`src/rtl/hazard_pkg.sv`:
```
// Shared types and constants for the pipeline hazard controller.
package hazard_pkg;

    typedef enum logic {
        IDLE = 1'b0,
        WAIT = 1'b1
    } md_state_t;

    localparam logic [31:0] NOP_INST       = 32'h0000_0000;
    localparam int          MD_TIMEOUT_DEF = 40;

endpackage

```
`src/rtl/hazard_ctrl_md_seq.sv`:
```
// Multdiv issue/wait sequencer: start pulses, WAIT-cycle watchdog and result capture.
import hazard_pkg::*;

module md_seq #(
    parameter int MD_TIMEOUT = MD_TIMEOUT_DEF,
    parameter int CW         = 6
) (
    input  logic clock,
    input  logic reset,
    input  logic start,
    input  logic is_div,
    input  logic md_rdy,
    input  logic md_exc,
    output logic busy,
    output logic capture,
    output logic exc_out,
    output logic timeout,
    output logic ctrl_mult,
    output logic ctrl_div
);

    md_state_t       state_reg, state_next;
    logic [CW-1:0]   cnt_reg, cnt_next;

    always_ff @(posedge clock or negedge reset) begin
        if (!reset) begin
            state_reg <= IDLE;
            cnt_reg   <= '0;
        end else begin
            state_reg <= state_next;
            cnt_reg   <= cnt_next;
        end
    end

    always_comb begin
        state_next = state_reg;
        cnt_next   = cnt_reg;
        busy       = 1'b0;
        capture    = 1'b0;
        exc_out    = 1'b0;
        timeout    = 1'b0;
        ctrl_mult  = 1'b0;
        ctrl_div   = 1'b0;
        case (state_reg)
            IDLE: begin
                if (start) begin
                    ctrl_div   = is_div;
                    ctrl_mult  = !is_div;
                    state_next = WAIT;
                    cnt_next   = '0;
                end
            end
            WAIT: begin
                busy = 1'b1;
                // A real result wins over the watchdog in the same cycle.
                if (md_rdy) begin
                    capture    = 1'b1;
                    exc_out    = md_exc;
                    state_next = IDLE;
                end else if (cnt_reg == CW'(MD_TIMEOUT - 1)) begin
                    capture    = 1'b1;
                    exc_out    = 1'b1;
                    timeout    = 1'b1;
                    state_next = IDLE;
                end else begin
                    cnt_next = cnt_reg + CW'(1);
                end
            end
            default: state_next = IDLE;
        endcase
    end

endmodule

```
`src/rtl/hazard_ctrl.sv`:
```
// Pipeline hazard controller: enable/bubble priority mux, multdiv sequencing and stall counter.
import hazard_pkg::*;

module hazard_ctrl #(
    parameter int MD_TIMEOUT = MD_TIMEOUT_DEF,
    parameter int CW         = 6,
    parameter int PERF_W     = 32
) (
    input  logic              clock,
    input  logic              reset,
    input  logic              lu_stall,
    input  logic              redirect_x,
    input  logic              md_dx,
    input  logic              md_is_div_dx,
    input  logic              md_rdy,
    input  logic              md_exc,
    output logic              pc_en,
    output logic              fd_en,
    output logic              dx_en,
    output logic              xm_en,
    output logic              mw_en,
    output logic              fd_flush,
    output logic              dx_bubble,
    output logic              xm_bubble,
    output logic              ctrl_mult,
    output logic              ctrl_div,
    output logic              md_capture,
    output logic              md_exc_out,
    output logic              md_timeout,
    output logic              md_busy,
    output logic [PERF_W-1:0] stall_cnt
);

    logic              seq_busy, seq_capture, seq_exc, seq_timeout, seq_mult, seq_div;
    logic              start;
    logic [4:0]        en_c;
    logic              flush_c, dx_bub_c, xm_bub_c;
    logic [PERF_W-1:0] stall_cnt_reg;

    // A redirect squashes the DX instruction, so it must not issue a multdiv.
    assign start = !seq_busy && md_dx && !redirect_x;

    md_seq #(
        .MD_TIMEOUT (MD_TIMEOUT),
        .CW         (CW)
    ) u_md_seq (
        .clock     (clock),
        .reset     (reset),
        .start     (start),
        .is_div    (md_is_div_dx),
        .md_rdy    (md_rdy),
        .md_exc    (md_exc),
        .busy      (seq_busy),
        .capture   (seq_capture),
        .exc_out   (seq_exc),
        .timeout   (seq_timeout),
        .ctrl_mult (seq_mult),
        .ctrl_div  (seq_div)
    );

    // en_c bit order: {pc, fd, dx, xm, mw}
    always_comb begin
        en_c     = 5'b11111;
        flush_c  = 1'b0;
        dx_bub_c = 1'b0;
        xm_bub_c = 1'b0;
        if (seq_busy) begin
            if (!seq_capture) begin
                en_c     = 5'b00011;
                xm_bub_c = 1'b1;
            end
        end else if (redirect_x) begin
            flush_c  = 1'b1;
            dx_bub_c = 1'b1;
        end else if (md_dx) begin
            en_c     = 5'b00011;
            xm_bub_c = 1'b1;
        end else if (lu_stall) begin
            en_c     = 5'b00111;
            dx_bub_c = 1'b1;
        end
        if (!reset) begin
            en_c     = 5'b00000;
            flush_c  = 1'b0;
            dx_bub_c = 1'b0;
            xm_bub_c = 1'b0;
        end
    end

    assign {pc_en, fd_en, dx_en, xm_en, mw_en} = en_c;
    assign fd_flush   = flush_c;
    assign dx_bubble  = dx_bub_c;
    assign xm_bubble  = xm_bub_c;
    assign ctrl_mult  = reset && seq_mult;
    assign ctrl_div   = reset && seq_div;
    assign md_capture = reset && seq_capture;
    assign md_exc_out = reset && seq_exc;
    assign md_timeout = reset && seq_timeout;
    assign md_busy    = reset && seq_busy;

    always_ff @(posedge clock or negedge reset) begin
        if (!reset) begin
            stall_cnt_reg <= '0;
        end else if (!en_c[4]) begin
            stall_cnt_reg <= stall_cnt_reg + PERF_W'(1);
        end
    end

    assign stall_cnt = stall_cnt_reg;

endmodule

```
`config.mk`:
```
export PLATFORM = sky130hd
export DESIGN_NAME = hazard_ctrl
export DESIGN_NICKNAME = d
export VERILOG_FILES = /design/src/rtl/hazard_pkg.sv /design/src/rtl/hazard_ctrl_md_seq.sv /design/src/rtl/hazard_ctrl.sv
export SDC_FILE = /design/constraint.sdc
export NUM_CORES = 1
export LEC_CHECK = 0
export ABC_AREA = 0
export ABC_CLOCK_PERIOD_IN_PS = 2300
export CORE_MARGIN = 2
export CORE_UTILIZATION = 35
export CTS_CLUSTER_DIAMETER = 150
export DETAILED_ROUTE_END_ITERATION = 10
export REMOVE_ABC_BUFFERS = 1
export SETUP_SLACK_MARGIN = 0.1
export SLEW_MARGIN = 20
export SYNTH_ARGS = -nofsm -noshare
export SYNTH_HDL_FRONTEND = slang
export SYNTH_SLANG_ARGS = --single-unit
```
`constraint.sdc`:
```
create_clock -name clock -period 2.3 [get_ports clock]
set_clock_uncertainty 0.2 [all_clocks]
set_input_delay 0.23 -clock clock [delete_from_list [all_inputs] [get_ports clock]]
set_output_delay 0.23 -clock clock [all_outputs]
set_load 0.01 [all_outputs]
```
# Yosys cells after proc, flatten, opt, wreduce, memory -nomap -nowiden
# Index checks and enable logic that the tools add are counted.
[word_totals] regBits=39 in_bits=8 output_inout_bits=46 wordCells=61
[op_classes] n_addsub=2 n_eq_ne=4 muxes=39 bitwise=1 reduce_logical=12
[ops] operator="$add A32 B1 Y32 const B" count=1
[ops] operator="$mux W5" count=6
[ops] operator="$mux W1" count=28
[ops] operator="$mux W6" count=3
[ops] operator="$pmux W6 S2" count=1
[ops] operator="$logic_and A1 B1 Y1" count=8
[ops] operator="$add A6 B1 Y6 const B" count=1
[ops] operator="$eq A6 B6 Y1 const B" count=1
[ops] operator="$ne A2 B2 Y1 const B" count=3
[ops] operator="$logic_not A1 Y1" count=3
[ops] operator="$reduce_and A3 Y1" count=1
[ops] operator="$pmux W1 S2" count=1
[ops] operator="$not A1 Y1" count=1

# Longest topological paths before layout
# Gate-level depths: netlist of run 1.
[depth] ltp_word=7 depth_mapped=6

# Modules after synthesis
# From an unflattened synthesis of run 1, not the netlist that was laid out.
[hier_totals] cells_unflattened=212 area_unflattened_um2=2160.8
[by_module_without_submodules] mod="hazard_ctrl" instances=1 cells_each=155 area_each_um2=1651.6 seq_area_each_um2=800.8
[by_module_without_submodules] mod="md_seq" instances=1 cells_each=57 area_each_um2=509.2 seq_area_each_um2=175.2

# Least setup slack after synthesis of run 1
# No wires, ideal clock.
[synth_timing] kind="register -> register" startpoint="register u_md_seq.cnt_reg[4]" endpoint="register stall_cnt_reg[1] (netlist: stall_cnt[1])" setup_time_ns=0.125 arrival_time_ns=1.568 path_slack_ns=0.407 stages_incl_launch_ff=5 path_buffers=0 period_less_slack_ns=1.893 cell_sequence="dfrtp_1 > and4bb_4 > a21oi_4 > nor2_1 > mux2_2"
[synth_via] elab_chain_len=7
[synth_rtl] element="start: declaration" line_no="hazard_ctrl_md_seq.sv:23" text="logic [CW-1:0] cnt_reg, cnt_next;"
[synth_rtl] element="start signal: assignment" line_no="hazard_ctrl_md_seq.sv:31" text="cnt_reg <= cnt_next;"
[synth_rtl] element="$eq A6 B6 Y1" line_no="hazard_ctrl_md_seq.sv:60" text="end else if (cnt_reg == CW'(MD_TIMEOUT - 1)) begin"
[synth_rtl] element="$mux W1" line_no="hazard_ctrl_md_seq.sv:60"
[synth_rtl] element="$mux W1" line_no="hazard_ctrl_md_seq.sv:56" text="if (md_rdy) begin"
[synth_rtl] element="$mux W1" line_no="hazard_ctrl_md_seq.sv:44" text="case (state_reg)"
[synth_rtl] element="$mux W5" line_no="hazard_ctrl.sv:68" text="if (!seq_capture) begin"
[synth_rtl] element="$mux W5" line_no="hazard_ctrl.sv:67" text="if (seq_busy) begin"
[synth_rtl] element="$mux W5" line_no="hazard_ctrl.sv:82" text="if (!reset) begin"
[synth_rtl] element="end signal: assignment" line_no="hazard_ctrl.sv:105" text="stall_cnt_reg <= stall_cnt_reg + PERF_W'(1);"
[synth_rtl] element="end: declaration" line_no="hazard_ctrl.sv:38" text="logic [PERF_W-1:0] stall_cnt_reg;"
# Every way passes these cells.
# A chain may end at the register's enable or synchronous reset.

# Final worst setup path of run 1
[layout_timing] startpoint="register u_md_seq.state_reg" endpoint="output dx_bubble"
[layout_via] elab_chain_len=3
[layout_rtl] element="start: declaration" line_no="hazard_ctrl_md_seq.sv:22" text="md_state_t state_reg, state_next;"
[layout_rtl] element="start signal: assignment" line_no="hazard_ctrl_md_seq.sv:30" text="state_reg <= state_next;"
[layout_rtl] element="$mux W1" line_no="hazard_ctrl_md_seq.sv:44"
[layout_rtl] element="$mux W1" line_no="hazard_ctrl.sv:67"
[layout_rtl] element="$mux W1" line_no="hazard_ctrl.sv:82"
[layout_rtl] element="end: declaration" line_no="hazard_ctrl.sv:23" text="output logic dx_bubble,"
# Every way passes these cells.

==> metrics.cfg, run 1 <==
[worst_setup_path]
worst_ep_required_time_ps = 1870
r2r_setup_slack_ps = 270
cpMaxStageDelayCell = clkdlybuf4s50_1
crit_path_end_kind = output pin
crit_buf_inv = 1
reg2reg_from = u_md_seq.cnt_reg[2]
cpPeakStageDelay_ps = 560
path_delay_family = buffers and inverters
cp_max_fo = 7
critPathKind = flop to output pin
r2r.worst_path.cells = 6
startpoint_type = flop
reg2reg_to = stall_cnt[14]
crit_chain = nand2b_1 > a21oi_1 > clkdlybuf4s50_1
arrival_ps = 1670

[outcome]
outcome = finished clean

[logic_synthesis]
yosys_most_used_dff = dfrtp_1
synth_seq_cells = 39
synthCells = 198
synth_edf_count = 0
avgSynthCellArea_um2 = 10.41
synthArstFlopShare_pct = 100.0
synth_cell_types = 35
yosysSeqAreaShare_pct = 47.36
syn-cell-area_um2 = 2061
yosysWarnings = 0

[finish]
ff_latch_area_um2 = 977.2
final_net_count = 278
fillerInstances = 540
multiInputGateArea_um2 = 1033
drive_gt1_share_pct = 14.93
areaGrowthSynthToFinish_pct = 38.68
antenna_cells = 0
largest_reg_flops = 32

[detailed_routing]
drtIter0Drc = 60
route.vias.total = 1577
drc = 0
wl_per_cell_um = 12.77
drt-pass1-iter-count = 4
wl_met3_um = 156
highest_layer = met4
wl_met1_um = 2135
antenna_left = 0
routed_wirelength_um = 4342
vias_per_cell = 4.638
wl_met2_um = 2016

[clocking]
clk_latency_ps = 280
cts_made_buffers = 5
clockBufferDepth = 2
clkTransAtPathRegs_ps = 70
h-tree-depth = 2
numClockSinks = 39
cts_tree = built
cts-root-buf = clkbuf_8

[sta]
hold_violations = 0
fmax_mhz = 476.8
setup_viol = 0
min_period_ps = 2097
timing.slew.headroom_pct = 69.88
finalCritPeriodShare_pct = 91.19
rsz0062_at_grt = no
slew_viol_final = 0
tns_ps = 0
tightest_slew_ps = 451.8

[die]
coreArea_um2 = 5608
start_util_pct = 36.75
dieWidth_um = 80.73
ios = 54
die_height_um = 80.73
rows = 27
dieArea_um2 = 6517

[power]
p_total_uw = 1824
power_density_nw_per_um2 = 638.4
p_leak_uw = 0.001342
worst_ir_drop_vdd_uv = 377.4

[global_routing]
grt_overflow_total = 0
antenna_found_initial = 0
grt_pass1_vias = 1628
grt_pass1_wl_um = 7521
grt_start_max_net_pins = 37
grt_use_total_pct = 14.87

[flow_run]
maxCapViolations = 0

[worst_hold_path]
min_path_type = input port to asynchronous set/reset pin

[place]
portBuffers = 53
place_hpwl_um = 3174
gp_congestion = 0.7666

routing by layer:
metal	vias to the layer above	global-route usage, %
li1	804	-
met1	744	20.47
met2	27	23.33
met3	2	3.556
met4	0	4.576
met5	-	0
cell families (layout without fill, tap and decap cells):
logic type / Yosys count / in the layout / share of synthesized area [%]
AOI/OAI and AO/OA: 20 / 20 / 8.987
xor gates and xnor gates: 32 / 32 / 13.60
adders and majority gates: 2 / 2 / 1.214
buffers and inverters: 13 / 83 / 3.096
DFF: 39 / 39 / 47.36
muxes: 1 / 1 / 0.5464
and+or+nand+nor: 91 / 91 / 25.20
cell usage after synthesis, drive strengths merged (2+ instances only):
library cell | n | area (um^2)
dfrtp | 39 | 975.9
nor2 | 22 | 82.58
nand2 | 19 | 71.32
xor2 | 17 | 148.9
xnor2 | 15 | 131.4
nand3 | 12 | 60.06
nor3 | 11 | 86.34
inv | 8 | 30.03
o21ai | 7 | 35.03
a21oi | 5 | 36.29
nand2b | 5 | 31.28
nand4 | 5 | 46.29
nor2b | 5 | 31.28
and3 | 4 | 25.02
buf | 4 | 30.03
and2 | 3 | 18.77
and4 | 3 | 28.78
ha | 2 | 25.02
o211ai | 2 | 33.78
area by class of cell:
type	instances	area share [%]
tap	72	3.152
multi-input combinational	146	36.16
timing repair buffer	68	22.37
clock buffer	6	2.890
inverter	8	1.051
clock inverter	1	0.1751
sequential	39	34.19
worst max path at each step:
| stage | to | startpoint | cells past startpoint |
|---|---|---|---|
| 6_report | dx_bubble | u_md_seq.state_reg | 3 |
| 5_1_grt | xm_bubble | u_md_seq.cnt_reg[4] | 5 |
| 4_1_cts | ctrl_div | redirect_x | 5 |
| 3_5_place_dp | xm_bubble | md_rdy | 6 |
| 3_3_place_gp | pc_en | md_dx | 5 |
| 2_1_floorplan | stall_cnt[1] | u_md_seq.cnt_reg[4] | 4 |
power breakdown:
| group | internal [uW] | switching (uW) | total (uW) | leakage (uW) |
|---|---|---|---|---|
| Combinational | 269 | 226 | 495 | 0.000785 |
| Sequential | 771 | 102 | 872 | 0.000510 |
| Clock | 235 | 222 | 457 | 0.0000470 |
layout by cell type (no fill, tap or decap), types with 2 or more instances in the layout:
cell             Yosys  final
inv_1                8      8
xnor2_1             15     15
nor3_2               4      4
nor2b_1              5      5
dlygate4sd3_1        0      2
xor2_1              17     17
nand2b_1             5      5
and2_1               3      3
and3_1               4      4
dlygate4sd2_1        0      7
dfrtp_1             39     38
clkbuf_8             0      6
nand4_1              4      4
nand2_1             19     19
dlymetal6s2s_1       0      2
a21oi_1              4      4
nand3_1             12     12
and4_1               2      2
buf_4                4     13
clkdlybuf4s50_1      0     43
o21ai_0              7      7
nor3_1               6      6
nor2_1              22     20
metrics by stage:
stage / instances / util, % / worst slack [ps] / hold slack, ps / instance area [um^2]
after floorplan: 193 / - / 305.5 / -265.6 / 2027
after global placement: 329 / 48.59 / 94.41 / -96.07 / 2725
after detailed placement: 329 / 48.59 / 72.89 / -96.13 / 2725
after CTS: 338 / 50.51 / 117.0 / 244.2 / 2833
after global routing: 340 / 50.96 / 114.0 / 271.8 / 2858
final: 340 / 50.96 / 202.6 / 252.6 / 2858
repair_timing:
item	in CTS	in global routing
hold buffers	2	0
endpoints found under the setup margin	9	4
gates resized for setup	11	3
setup buffers	0	2
endpoints found under the hold margin	3	0
Power figures use the tool's default switching activity.
==> run 2: changes to the inputs <==
--- a/config.mk
+++ b/config.mk
@@ -7,6 +7,7 @@
 export LEC_CHECK = 0
 export ABC_AREA = 0
 export ABC_CLOCK_PERIOD_IN_PS = 2300
+export CAP_MARGIN = 20
 export CORE_MARGIN = 2
 export CORE_UTILIZATION = 35
 export CTS_CLUSTER_DIAMETER = 150
==> results of run 2 <==
The final DEF is identical to that of run 1; final timing and power are the same.
==> run 3: changes to the inputs <==
--- a/config.mk
+++ b/config.mk
@@ -9,10 +9,10 @@
 export ABC_CLOCK_PERIOD_IN_PS = 2300
 export CAP_MARGIN = 20
 export CORE_MARGIN = 2
-export CORE_UTILIZATION = 35
+export CORE_UTILIZATION = 48
 export CTS_CLUSTER_DIAMETER = 150
 export DETAILED_ROUTE_END_ITERATION = 10
-export REMOVE_ABC_BUFFERS = 1
+export PLACE_DENSITY = 0.79
 export SETUP_SLACK_MARGIN = 0.1
 export SLEW_MARGIN = 20
 export SYNTH_ARGS = -nofsm -noshare
==> run 3 against run 2 <==
Setup slack better by 11 ps. Worst hold slack better by 29 ps. Maximum frequency up 0.55%. Largest power group unchanged. Register-to-register slack gained 20 ps. Via count rose by 4.2%. Critical endpoint is now dx_en. Design area grew 0.53%. Die area is 26% lower.
==> metrics.cfg, run 3 (synthesis gave the netlist of run 1 again) <==
[finish]
antenna_cells = 0
drive_gt1_share_pct = 16.54
areaGrowthSynthToFinish_pct = 39.41
final_net_count = 281
mostFrequentLayoutCell = clkdlybuf4s50_1
largest_reg_flops = 32
final_cell_mix = clkdlybuf4s50_1, dfrtp_1, nor2_1
post_layout_nonfiller_instances = 322

[detailed_routing]
vias_per_cell = 5.102
wl_per_cell_um = 13.66
drc = 0
routed_wirelength_um = 4397
route.vias.total = 1643
drt-pass1-iter-count = 4
drtIter0Drc = 100
antenna_left = 0

[sta]
holdWs_ps = 282.0
min_period_ps = 2086
fin_ws_ps = 214.0
rsz0062_at_grt = no
timing.slew.headroom_pct = 39.58
finalCritPeriodShare_pct = 90.70
setup_viol = 0
fmax_mhz = 479.4
hold_violations = 0
tns_ps = 0
slew_viol_final = 0
tightest_slew_ps = 903.4

[clocking]
numClockSinks = 39
cts_made_buffers = 5
cts_tree = built
clk_latency_ps = 280
clkTransAtPathRegs_ps = 70
clockBufferDepth = 2
h-tree-depth = 2
cts-root-buf = clkbuf_8

[worst_setup_path]
worst_ep_required_time_ps = 1870
critPathKind = flop to output pin
cpMaxStageDelayCell = dfrtp_1
path_delay_family = simple AND/OR/NAND/NOR gates
cpPeakStageDelay_ps = 420
cp_max_fo = 5
startpoint_type = flop
crit_chain = and4bb_4 > a21oi_4 > nor2_2 > and2_1 > dlygate4sd2_1
crit_path_end_kind = output pin
arrival_ps = 1660
crit_buf_inv = 1

[global_routing]
grt_use_total_pct = 19.54
grt_start_max_net_pins = 21
grt_overflow_total = 0
grt_pass1_vias = 1603
grt_pass1_wl_um = 7686
antenna_found_initial = 0

[flow_run]
maxCapViolations = 0

[die]
start_util_pct = 50.79
dieArea_um2 = 4833
die_height_um = 69.52
rows = 23
coreArea_um2 = 4058
dieWidth_um = 69.52
ios = 54

[worst_hold_path]
min_path_type = flop to flop

[power]
p_leak_uw = 0.001361
power_density_nw_per_um2 = 681.5
worst_ir_drop_vdd_uv = 647.0

[place]
place_hpwl_um = 3220
dp_cells = 308
gp_congestion = 0.8404
portBuffers = 53
pre_cts_ws_ps = 98.88

[logic_synthesis]
synth_nets = 208

[outcome]
outcome = finished clean

[run 3: final timing paths]
check / startpoint / end / slack, ps / cells after the start
max: u_md_seq.cnt_reg[2] / dx_en / 210 / 5
min: stall_cnt[4] / stall_cnt[4] / 280 / 1
max reg2reg: u_md_seq.cnt_reg[2] / stall_cnt[14] / 290 / 6
min reg2reg: stall_cnt[4] / stall_cnt[4] / 280 / 1
max in group asynchronous: reset / u_md_seq.state_reg / 620 / 3
min in group asynchronous: reset / stall_cnt[11] / 620 / 3
[run 3: area by class of cell]
cell class,count,area [um^2]
clock buffers,6,82.58
inverters,8,30.03
multi-input cells,146,1030
repair buffers,71,655.6
well taps,50,62.56
fillers,303,1185
clock inverters,2,35.03
flip-flops and latches,39,977.2
[run 3: per-layer routing]
layer / wire [um] / global-route usage, % / up-vias
li1: - / - / 809
met1: 2067 / 26.89 / 796
met2: 2132 / 31.84 / 33
met3: 162 / 4.506 / 5
met4: 34 / 3.922 / 0
met5: 0 / 0 / -
[run 3: through the flow]
| step | instance area (um^2) | utilization [%] | total power [uW] |
|---|---|---|---|
| final | 2873 | 70.80 | 1958 |
| after global routing | 2873 | 70.80 | 2059 |
| after CTS | 2846 | 70.15 | 1967 |
| after detailed placement | 2705 | 66.67 | 1374 |
| after global placement | 2705 | 66.67 | 1365 |
| after floorplan | 2061 | - | 1114 |
[run 3: repair_timing]
item,CTS,global route
hold buffers,2,0
pin swaps,1,0
endpoints found under the hold margin,39,0
resized for setup,14,2
buffers inserted,1,3
setup endpoints to repair,11,2
[run 3: power breakdown]
part           switching [uW]  total, uW  internal (uW)
combinational             230        504            274
clock                     234        585            351
sequential               99.2        870            770
[run 3: worst reg2reg max path, cell delays in order, from the launching register on]
cell      delay (ps)
dfrtp_1          420
and4bb_4         240
a21oi_4          210
buf_4            210
o21a_1           300
nand4_1          160
xnor2_1          150
